$ cat src/rtl/wb_host_master.sv
// rtl/wb_host_master.sv - single-outstanding pipelined Wishbone master with retry and timeout
module wb_host_master #(
  parameter int ADDR_WIDTH = 32,
  parameter int TIMEOUT    = 255,
  parameter int RETRY_MAX  = 3
) (
  input  logic                  clk_i,
  input  logic                  rst_i,
  input  logic                  cmd_valid_i,
  output logic                  cmd_ready_o,
  input  logic                  cmd_we_i,
  input  logic [ADDR_WIDTH-1:0] cmd_adr_i,
  input  logic [3:0]            cmd_sel_i,
  input  logic [31:0]           cmd_dat_i,
  output logic                  rsp_valid_o,
  input  logic                  rsp_ready_i,
  output logic [31:0]           rsp_dat_o,
  output logic [1:0]            rsp_status_o,
  output logic                  wb_cyc_o,
  output logic                  wb_stb_o,
  output logic                  wb_we_o,
  output logic [ADDR_WIDTH-1:0] wb_adr_o,
  output logic [3:0]            wb_sel_o,
  output logic [31:0]           wb_dat_o,
  input  logic                  wb_stall_i,
  input  logic                  wb_ack_i,
  input  logic                  wb_err_i,
  input  logic                  wb_rty_i,
  input  logic [31:0]           wb_dat_i
);

  localparam int TW = $clog2(TIMEOUT + 1);
  localparam int RW = (RETRY_MAX < 1) ? 1 : $clog2(RETRY_MAX + 1);
  localparam logic [TW-1:0] TO_LAST = TW'(TIMEOUT - 1);
  localparam logic [RW-1:0] RT_LIM  = RW'(RETRY_MAX);

  localparam logic [1:0] ST_OK    = 2'b00;
  localparam logic [1:0] ST_ERR   = 2'b01;
  localparam logic [1:0] ST_TOUT  = 2'b10;
  localparam logic [1:0] ST_RTYEX = 2'b11;

  typedef enum logic [2:0] {S_IDLE, S_REQ, S_WAIT, S_GAP, S_RESP} state_e;

  state_e                  state_q, state_d;
  logic [TW-1:0]           tmr_q, tmr_d;
  logic [RW-1:0]           retry_q, retry_d;
  logic                    cmd_ready_q, cmd_ready_d;
  logic                    rsp_valid_q, rsp_valid_d;
  logic [31:0]             rsp_dat_q, rsp_dat_d;
  logic [1:0]              rsp_status_q, rsp_status_d;
  logic                    cyc_q, cyc_d;
  logic                    stb_q, stb_d;
  logic                    we_q, we_d;
  logic [ADDR_WIDTH-1:0]   adr_q, adr_d;
  logic [3:0]              sel_q, sel_d;
  logic [31:0]             dat_q, dat_d;

  logic term;
  logic active;
  logic accept;

  assign term   = wb_ack_i | wb_err_i | wb_rty_i;
  assign active = (state_q == S_REQ) || (state_q == S_WAIT);
  assign accept = (state_q == S_IDLE) && cmd_valid_i && cmd_ready_q;

  // State, counters and every output are registered here
  always_ff @(posedge clk_i) begin
    if (rst_i) begin
      state_q      <= S_IDLE;
      tmr_q        <= '0;
      retry_q      <= '0;
      cmd_ready_q  <= 1'b0;
      rsp_valid_q  <= 1'b0;
      rsp_dat_q    <= '0;
      rsp_status_q <= '0;
      cyc_q        <= 1'b0;
      stb_q        <= 1'b0;
      we_q         <= 1'b0;
      adr_q        <= '0;
      sel_q        <= '0;
      dat_q        <= '0;
    end else begin
      state_q      <= state_d;
      tmr_q        <= tmr_d;
      retry_q      <= retry_d;
      cmd_ready_q  <= cmd_ready_d;
      rsp_valid_q  <= rsp_valid_d;
      rsp_dat_q    <= rsp_dat_d;
      rsp_status_q <= rsp_status_d;
      cyc_q        <= cyc_d;
      stb_q        <= stb_d;
      we_q         <= we_d;
      adr_q        <= adr_d;
      sel_q        <= sel_d;
      dat_q        <= dat_d;
    end
  end

  // Next state plus attempt timer and retry bookkeeping; err > ack > rty, termination beats timeout
  always_comb begin
    state_d = state_q;
    retry_d = retry_q;
    tmr_d   = tmr_q;
    case (state_q)
      S_IDLE: begin
        retry_d = '0;
        if (accept) state_d = S_REQ;
      end
      S_REQ, S_WAIT: begin
        if (wb_err_i || wb_ack_i) begin
          state_d = S_RESP;
        end else if (wb_rty_i) begin
          if (retry_q < RT_LIM) begin
            retry_d = retry_q + 1'b1;
            state_d = S_GAP;
          end else begin
            state_d = S_RESP;
          end
        end else if (tmr_q == TO_LAST) begin
          state_d = S_RESP;
        end else if (state_q == S_REQ && !wb_stall_i) begin
          state_d = S_WAIT;
        end
      end
      S_GAP:  state_d = S_REQ;
      S_RESP: if (rsp_ready_i) state_d = S_IDLE;
      default: state_d = S_IDLE;
    endcase
    if (state_d == S_REQ && state_q != S_REQ) begin
      tmr_d = '0;
    end else if (active && tmr_q != TO_LAST) begin
      tmr_d = tmr_q + 1'b1;
    end
  end

  // Output next values decoded from the next state so outputs switch on the same edge as the FSM
  always_comb begin
    cmd_ready_d  = (state_d == S_IDLE);
    cyc_d        = (state_d == S_REQ) || (state_d == S_WAIT);
    stb_d        = (state_d == S_REQ);
    rsp_valid_d  = (state_d == S_RESP);
    rsp_dat_d    = rsp_dat_q;
    rsp_status_d = rsp_status_q;
    we_d         = we_q;
    adr_d        = adr_q;
    sel_d        = sel_q;
    dat_d        = dat_q;
    if (accept) begin
      we_d  = cmd_we_i;
      adr_d = cmd_adr_i;
      sel_d = cmd_sel_i;
      dat_d = cmd_dat_i;
    end
    if (state_d == S_RESP && state_q != S_RESP) begin
      rsp_dat_d = '0;
      if (wb_err_i) begin
        rsp_status_d = ST_ERR;
      end else if (wb_ack_i) begin
        rsp_status_d = ST_OK;
        if (!we_q) rsp_dat_d = wb_dat_i;
      end else if (term) begin
        rsp_status_d = ST_RTYEX;
      end else begin
        rsp_status_d = ST_TOUT;
      end
    end
  end

  assign cmd_ready_o  = cmd_ready_q;
  assign rsp_valid_o  = rsp_valid_q;
  assign rsp_dat_o    = rsp_dat_q;
  assign rsp_status_o = rsp_status_q;
  assign wb_cyc_o     = cyc_q;
  assign wb_stb_o     = stb_q;
  assign wb_we_o      = we_q;
  assign wb_adr_o     = adr_q;
  assign wb_sel_o     = sel_q;
  assign wb_dat_o     = dat_q;

endmodule

$ cat config.mk
export PLATFORM = sky130hd
export DESIGN_NAME = wb_host_master
export DESIGN_NICKNAME = d
export VERILOG_FILES = /design/src/rtl/wb_host_master.sv
export SDC_FILE = /design/constraint.sdc
export NUM_CORES = 1
export LEC_CHECK = 0
export ABC_AREA = 1
export CAP_MARGIN = 30
export CORE_MARGIN = 8
export CORE_UTILIZATION = 41
export DETAILED_ROUTE_END_ITERATION = 8
export GPL_TIMING_DRIVEN = 0
export PLACE_DENSITY_LB_ADDON = 0.1
export SLEW_MARGIN = 20
export SYNTH_ARGS = -nofsm -noshare
export SYNTH_HDL_FRONTEND = slang
export SYNTH_SLANG_ARGS = --single-unit
$ cat constraint.sdc
create_clock -name clk_i -period 2.02 [get_ports clk_i]
set_input_delay 0.404 -clock clk_i [delete_from_list [all_inputs] [get_ports clk_i]]
set_output_delay 0.404 -clock clk_i [all_outputs]
set_load 0.03 [all_outputs]
==> results of run 1 <==
## path summary, 6_finish.rpt
check	from	endpoint	slack, ns	cells after the start
hold reg to reg	wb_dat_o[7]	wb_dat_o[7]	0.44	2
setup / recovery	rsp_status_o[0]	rsp_status_o[0]	0.06	1
setup reg to reg	state_q[1]	wb_dat_o[24]	0.20	6
hold / removal	rst_i	rsp_valid_o	0.29	2
## placed cells by master (no fill, tap or decap), types with 2 or more instances in the layout
cell type / n
clkdlybuf4s50_1: 214
dfxtp_1: 120
a21oi_1: 107
o21ai_0: 97
inv_1: 88
nor2_1: 46
nand2_1: 33
clkbuf_1: 28
nand3_1: 17
clkbuf_16: 16
xor2_1: 6
buf_4: 6
clkinv_2: 4
buf_2: 3
buf_1: 3
nor3_1: 3
buf_6: 3
ha_1: 3
bufinv_16: 3
nand4_1: 2
nand2_2: 2
nand3b_1: 2
o21ai_1: 2
clkinvlp_4: 2
clkinv_4: 2
## layer usage
| layer | global-route usage, % | wire [µm] | vias to the layer above |
|---|---|---|---|
| met5 | 0 | 0 | - |
| met2 | 34.6 | 7280 | 177 |
| met3 | 9.68 | 1690 | 15 |
| met1 | 21.6 | 5880 | 2141 |
| li1 | - | - | 2336 |
| met4 | 7.10 | 238 | 0 |
## state kept, by name (all words and copies together), names as in the netlist
signal	cells
rsp_valid_o	1
retry_q	2
cmd_ready_o	1
wb_adr_o	32
wb_dat_o	32
wb_sel_o	4
wb_stb_o	1
rsp_dat_o	32
tmr_q	8
rsp_status_o	2
state_q	3
wb_we_o	1
wb_cyc_o	1
## kinds of logic after synthesis
kind of cell | Yosys count
fa+ha+maj | 3
simple gates | 108
xor+xnor | 7
compound gates | 208
flops | 120
buf+inv | 125
mux | 1
## per-stage QoR
stage	cells	worst slack [ns]	instance area (µm²)	power [mW]
finish	962	0.0614	7450	6.83
global route	962	-0.0241	7450	7.13
CTS	958	0.0313	7420	6.89
detailed placement	926	-0.200	6840	3.93
global placement	926	-0.190	6840	3.90
floorplan	572	0.436	4520	3.29
## where the power goes
part           leakage, nW  switching (mW)  internal (mW)
Clock                0.279            1.07           1.88
Combinational         1.58           0.701          0.570
Sequential           0.980          0.0815           2.53
Total                 2.84            1.85           4.98
## final cells by class
class                      count  area share [%]
sequential                   120            32.2
buffer                        35            2.17
timing repair buffer         219            29.2
clock buffer                  20            5.71
tap                          140            2.35
inverter                      89            4.52
multi-input combinational    327            21.8
clock inverter                12            2.03
## timing repair
| item | 4_1_cts | 5_1_grt |
|---|---|---|
| hold endpoints to repair | 0 | 0 |
| endpoints found under the setup margin | 0 | 62 |
| setup buffers | 0 | 5 |
| gates resized for setup | 0 | 1 |
==> run summary, run 1 <==
Flow run
- 0 — reported max-cap violation count

Synthesis
- compound AO/OA/AOI/OAI gates — main combinational cell family by area after synthesis
- 684 — number of nets produced by synthesis
- 7.91 µm² — synthesized area per cell
- dfxtp_1, a21oi_1, o21ai_0 — top area cells in the synthesized netlist
- dfxtp_1 — biggest area consumer among synthesized cells
- 10.1% — simple-gate area share of the yosys netlist
- 0% — share of flip-flops with an asynchronous set or reset after synthesis
- 27 — count of distinct cell types in the synthesized netlist
- dfxtp_1 — prevailing post-synth register cell
- 53.1% — area share of the largest cell type after synthesis
- 0.00452 mm² — netlist area before placement
- 53.1% — sequential cell area fraction in the yosys report
- dfxtp_1 — most common cell in the netlist
- 23.3% — share of the synthesized area in compound gates (AO/OA/AOI/OAI)
- 0.221% — multiplexer share of the synthesized area
- dfxtp_1, a21oi_1, o21ai_0, inv_1, nor2_1 — most instantiated cells after synthesis
- 1.36% — xor/xnor cell area share of the yosys netlist
- 0 — synth warn
- 120 — number of flip-flops and latches in the synthesized netlist
- 0 — EDFF count, synth
- 572 — Cells after Synth
- 0.830% — adder and majority gate portion of the synthesized area

Critical path
- flip-flop — element type at the critical path start
- reg2out — critical path start-end classification
- clkdlybuf4s50_1 — cell at the slowest stage of the critical path
- 0.72 ns — CP peak stage delay
- 2 — largest fanout on the critical path
- 1 — worst path buffer plus inverter count
- 1.62 ns — critical path required time
- primary output — Setup crit end kind
- clkdlybuf4s50_1 — Cell Chain, Critical Path
- buffers and inverters — cell family contributing the most delay on the critical path
- 1.55 ns — worst endpoint data arrival time

Floorplan
- 121 µm — die height
- 121 µm — horizontal extent of the die
- 38 — Core Rows
- 216 — number of ports placed on the die boundary
- 0.0147 mm² — Total Die Area
- 0.0108 mm² — CORE AREA
- 41.9% — starting density of the core

STA
- 1.96 ns — shortest clock period the worst path allows after layout
- 63.1% — worst-case headroom to the max-slew limit
- 0.554 ns — actual transition at the worst max-transition pin
- 0 — count of final max-slew check failures
- 0 — number of setup violations in the final report
- 97.0% — final clock period utilization by the worst path
- 0.289 ns — Min Hold Slack
- true — RSZ-0062 raised after global routing
- 0 ns — final-layout setup total negative slack
- 0 — Final Hold Vio Count
- 511 MHz — Achievable Freq
- 0.0109 ns — worst clock skew on the final layout

Finish
- 0.00240 mm² — total area of sequential cells
- 916 — fillcell total
- 5.72% — share of cells above drive strength 1
- 0 — antenna diode instance count
- 69.1% — Util after Layout
- 64.7% — layout overhead on the synthesized area
- 0.00162 mm² — area occupied by multi-input gates
- 921 — number of nets at the end of the flow

Detailed routing
- 256 — first-iteration detailed-routing DRC count
- 4 — length of the first detailed-routing pass in iterations
- 15.7 µm — final routed wire length divided by cell count
- 0 — drt drc
- 0 — Final ANT Viol Nets
- 4669 — vias after detailed routing
- 4.85 — average vias per placed instance
- 15.1 mm — wire length reported by the detailed router

CTS
- 2 — maximum buffer depth of the clock tree
- yes — CTS tree
- 120 — TritonCTS sink count
- 17 — total clock buffers created by CTS
- 0.51 ns — clock latency on the worst-skew pair
- clkbuf_8 — clock root cell
- 0.06 ns — post-CTS clock slew at the launch and capture registers of the worst setup and hold paths
- 0 — count of hold-fix buffers inserted at cts
- 4 — H-tree depth reported by CTS

Global routing
- 20.3% — overall track demand over capacity in global routing
- 0 — number of antenna violations at the first check in global routing
- 4737 — vias in the first global route
- 0 — grt total ovfl
- 17 — pin count of the biggest net entering global routing
- 23.9 mm — wire length of the first global-routing pass

Placement
- 11.5 mm — detailed-placement wirelength estimate
- 0.782 — placer congestion estimate
- 214 — count of input and output buffers

Power
- 555 µV — highest ir drop seen on vdd
- 916 mW/mm² — pwr dens
- 2.84 nW — leakage power total

Worst hold path
- in2reg — path category of the worst min-delay check

Status
- complete, no violations — status

Note: power is estimated with default switching activity, not from simulation.
==> run 2, diff against run 1 <==
--- a/config.mk
+++ b/config.mk
@@ -10,6 +10,7 @@
 export CORE_MARGIN = 8
 export CORE_UTILIZATION = 41
 export DETAILED_ROUTE_END_ITERATION = 8
+export GPL_ROUTABILITY_DRIVEN = 0
 export GPL_TIMING_DRIVEN = 0
 export PLACE_DENSITY_LB_ADDON = 0.1
 export SLEW_MARGIN = 20
==> results of run 2 <==
Final layout, timing and power as in run 1 (identical DEF).
==> run 3, diff against run 2 <==
--- a/config.mk
+++ b/config.mk
@@ -7,9 +7,9 @@
 export LEC_CHECK = 0
 export ABC_AREA = 1
 export CAP_MARGIN = 30
-export CORE_MARGIN = 8
-export CORE_UTILIZATION = 41
+export CORE_UTILIZATION = 50
 export DETAILED_ROUTE_END_ITERATION = 8
+export DONT_BUFFER_PORTS = 1
 export GPL_ROUTABILITY_DRIVEN = 0
 export GPL_TIMING_DRIVEN = 0
 export PLACE_DENSITY_LB_ADDON = 0.1
==> run 3 against run 2 <==
Sequential share of layout area increased by 13 points. Critical path type is now reg2reg. Critical path depth increased by 7. Via count decreased by 18%.
==> run summary, run 3 (synthesis results as in run 1) <==
Status
- complete, no violations — status, unchanged

Finish
- 61.5% — Util after Layout, was 69.1%
- 0.00537 mm² — final cell area excluding filler cells, was 0.00745 mm²
- 8.06% — share of cells above drive strength 1, was 5.72%
- dfxtp_1 — most common library cell in the layout ignoring fill and taps, was clkdlybuf4s50_1
- 707 — number of nets at the end of the flow, was 921
- 18.6% — layout overhead on the synthesized area, was 64.7%
- 797 — fillcell total, was 916
- dfxtp_1, a21oi_1, o21ai_0 — highest-count cells in the layout ignoring fill and taps, was clkdlybuf4s50_1, dfxtp_1, a21oi_1
- 0 — antenna diode instance count, unchanged

STA
- 0.520 ns — actual transition at the worst max-transition pin, was 0.554 ns
- 0 — count of final max-slew check failures, unchanged
- 1.82 ns — shortest clock period the worst path allows after layout, was 1.96 ns
- 65.3% — worst-case headroom to the max-slew limit, was 63.1%
- 0.00596 ns — worst clock skew on the final layout, was 0.0109 ns
- 0 — number of setup violations in the final report, unchanged
- 0 — Final Hold Vio Count, unchanged
- 551 MHz — Achievable Freq, was 511 MHz
- 0.204 ns — final worst setup slack, was 0.0614 ns
- 89.9% — final clock period utilization by the worst path, was 97.0%
- false — RSZ-0062 raised after global routing, was true
- 0 ns — final-layout setup total negative slack, unchanged

Worst hold path
- wb_dat_i[28] — Worst Hold Launch, was rst_i
- in2reg — path category of the worst min-delay check, unchanged
- 2 — Hold Crit Depth, unchanged
- rsp_dat_o[28] — Hold EP, was rsp_valid_o

Critical path
- dfxtp_1 — cell at the slowest stage of the critical path, was clkdlybuf4s50_1
- simple AND/OR/NAND/NOR gates — cell family contributing the most delay on the critical path, was buffers and inverters
- reg2reg — critical path start-end classification, was reg2out
- flip-flop — Setup crit end kind, was primary output
- 2.20 ns — worst endpoint data arrival time, was 1.55 ns
- 2.40 ns — critical path required time, was 1.62 ns
- 8 — largest fanout on the critical path, was 2
- tmr_q[7] — RR Endpoint, was wb_dat_o[24]
- ha_1 -> a21oi_1 -> and2_1 -> nand2_1 -> nand3_1 -> nand3_1 -> nand2_1 -> nor2_1 — Cell Chain, Critical Path, was clkdlybuf4s50_1
- 0.20 ns — R2R Setup Slk, about the same
- retry_q[0] — launching point of the worst reg2reg path, was state_q[1]
- 0.32 ns — CP peak stage delay, was 0.72 ns
- flip-flop — element type at the critical path start, unchanged
- 8 — logic depth of the worst path, buffers included, was 1
- 8 — depth of the worst register-to-register path, was 6
- 0 — worst path buffer plus inverter count, was 1

CTS
- 17 — total clock buffers created by CTS, unchanged
- 4 — H-tree depth reported by CTS, unchanged
- 0 — count of hold-fix buffers inserted at cts, unchanged
- clkbuf_8 — clock root cell, unchanged
- 0.06 ns — post-CTS clock slew at the launch and capture registers of the worst setup and hold paths, about the same
- 0.51 ns — clock latency on the worst-skew pair, about the same
- yes — CTS tree, unchanged
- 120 — TritonCTS sink count, unchanged
- 2 — maximum buffer depth of the clock tree, unchanged

Detailed routing
- 0 — Final ANT Viol Nets, unchanged
- 5.32 — average vias per placed instance, was 4.85
- 11.4 mm — wire length reported by the detailed router, was 15.1 mm
- 4 — length of the first detailed-routing pass in iterations, unchanged
- 15.9 µm — final routed wire length divided by cell count, was 15.7 µm
- 107 — first-iteration detailed-routing DRC count, was 256
- 0 — drt drc, unchanged
- 3806 — vias after detailed routing, was 4669

Power
- 2.10 nW — leakage power total, was 2.84 nW
- 730 µV — highest ir drop seen on vdd, was 555 µV
- 1260 mW/mm² — pwr dens, was 916 mW/mm²

Global routing
- 0 — grt total ovfl, unchanged
- 18.1 mm — wire length of the first global-routing pass, was 23.9 mm
- 24.2% — overall track demand over capacity in global routing, was 20.3%
- 3662 — vias in the first global route, was 4737
- 17 — pin count of the biggest net entering global routing, unchanged
- 0 — number of antenna violations at the first check in global routing, unchanged

Floorplan
- 0.00872 mm² — CORE AREA, was 0.0108 mm²
- 34 — Core Rows, was 38
- 97.1 µm — die height, was 121 µm
- 216 — number of ports placed on the die boundary, unchanged
- 0.00943 mm² — Total Die Area, was 0.0147 mm²
- 97.1 µm — horizontal extent of the die, was 121 µm
- 51.9% — starting density of the core, was 41.9%

Placement
- 0.00466 mm² — placed cell area, was 0.00684 mm²
- 8.30 mm — detailed-placement wirelength estimate, was 11.5 mm
- 0 — count of input and output buffers, was 214
- -0.0742 ns — worst slack at placement, was -0.200 ns

Flow run
- 0 — reported max-cap violation count, unchanged

## run 3: cell types whose count changed in the layout (fill, tap and decap cells not counted)
cell	delta
clkbuf_8	+1
inv_8	+1
clkinvlp_4	-1
clkinv_2	-4
clkinv_4	+2
buf_2	+1
buf_4	-1
clkbuf_1	-2
clkdlybuf4s50_1	-214
bufinv_16	+3
## run 3: area by class of cell
| cell class | instances | area (µm²) | area share (%) |
|---|---|---|---|
| Buffer | 36 | 166 | 3.10 |
| Clock buffer | 19 | 432 | 8.04 |
| Clock inverter | 13 | 243 | 4.52 |
| Inverter | 89 | 337 | 6.27 |
| Multi-Input combinational cell | 327 | 1620 | 30.2 |
| Sequential cell | 120 | 2400 | 44.8 |
| Tap cell | 108 | 135 | 2.52 |
| Timing Repair Buffer | 4 | 30.0 | 0.560 |
## run 3: repair_timing
item,4_1_cts,5_1_grt
setup endpoints to repair,0,54
buffers inserted,0,4
resized for setup,0,1
## run 3: worst max-delay path by stage
stage / slack [ns] / end / start
6_report: 0.20 / tmr_q[7] / retry_q[0]
5_1_grt: 0.01 / rsp_dat_o[23] / tmr_q[0]
3_5_place_dp: -0.07 / rsp_dat_o[27] / rst_i
2_1_floorplan: 0.44 / rsp_dat_o[22] / tmr_q[0]
4_1_cts: 0.04 / rsp_dat_o[27] / tmr_q[0]
3_3_place_gp: -0.01 / wb_dat_o[28] / rst_i
## run 3: worst register-to-register path, delay by kind of cell (launching register included)
| kind | cells | cell delay (ns) |
|---|---|---|
| adders and majority gates | 1 | 0.21 |
| AOI/OAI and AO/OA | 1 | 0.29 |
| and+or+nand+nor | 6 | 0.87 |
| DFF | 1 | 0.32 |
## run 3: routing by layer
layer,GRT usage (%),routed length (µm),vias up
li1,-,-,1899
met1,27.4,4470,1728
met2,41.3,5680,161
met3,9.21,1060,18
met4,9.18,181,0
met5,0,0,-
## run 3: power by group
group | leakage [nW] | switching (mW) | total, mW | internal [mW]
clock network | 0.325 | 1.08 | 3.39 | 2.30
logic | 0.792 | 0.277 | 0.421 | 0.144
registers | 0.980 | 0.419 | 2.95 | 2.53
## run 3: per-stage QoR
step	std cells	hold WS (ns)	power, mW
finish	716	0.0401	6.76
global route	716	0.0259	7.00
CTS	712	0.0274	6.80
detailed placement	680	0.480	3.42
global placement	680	0.457	3.40
floorplan	572	0.447	3.29
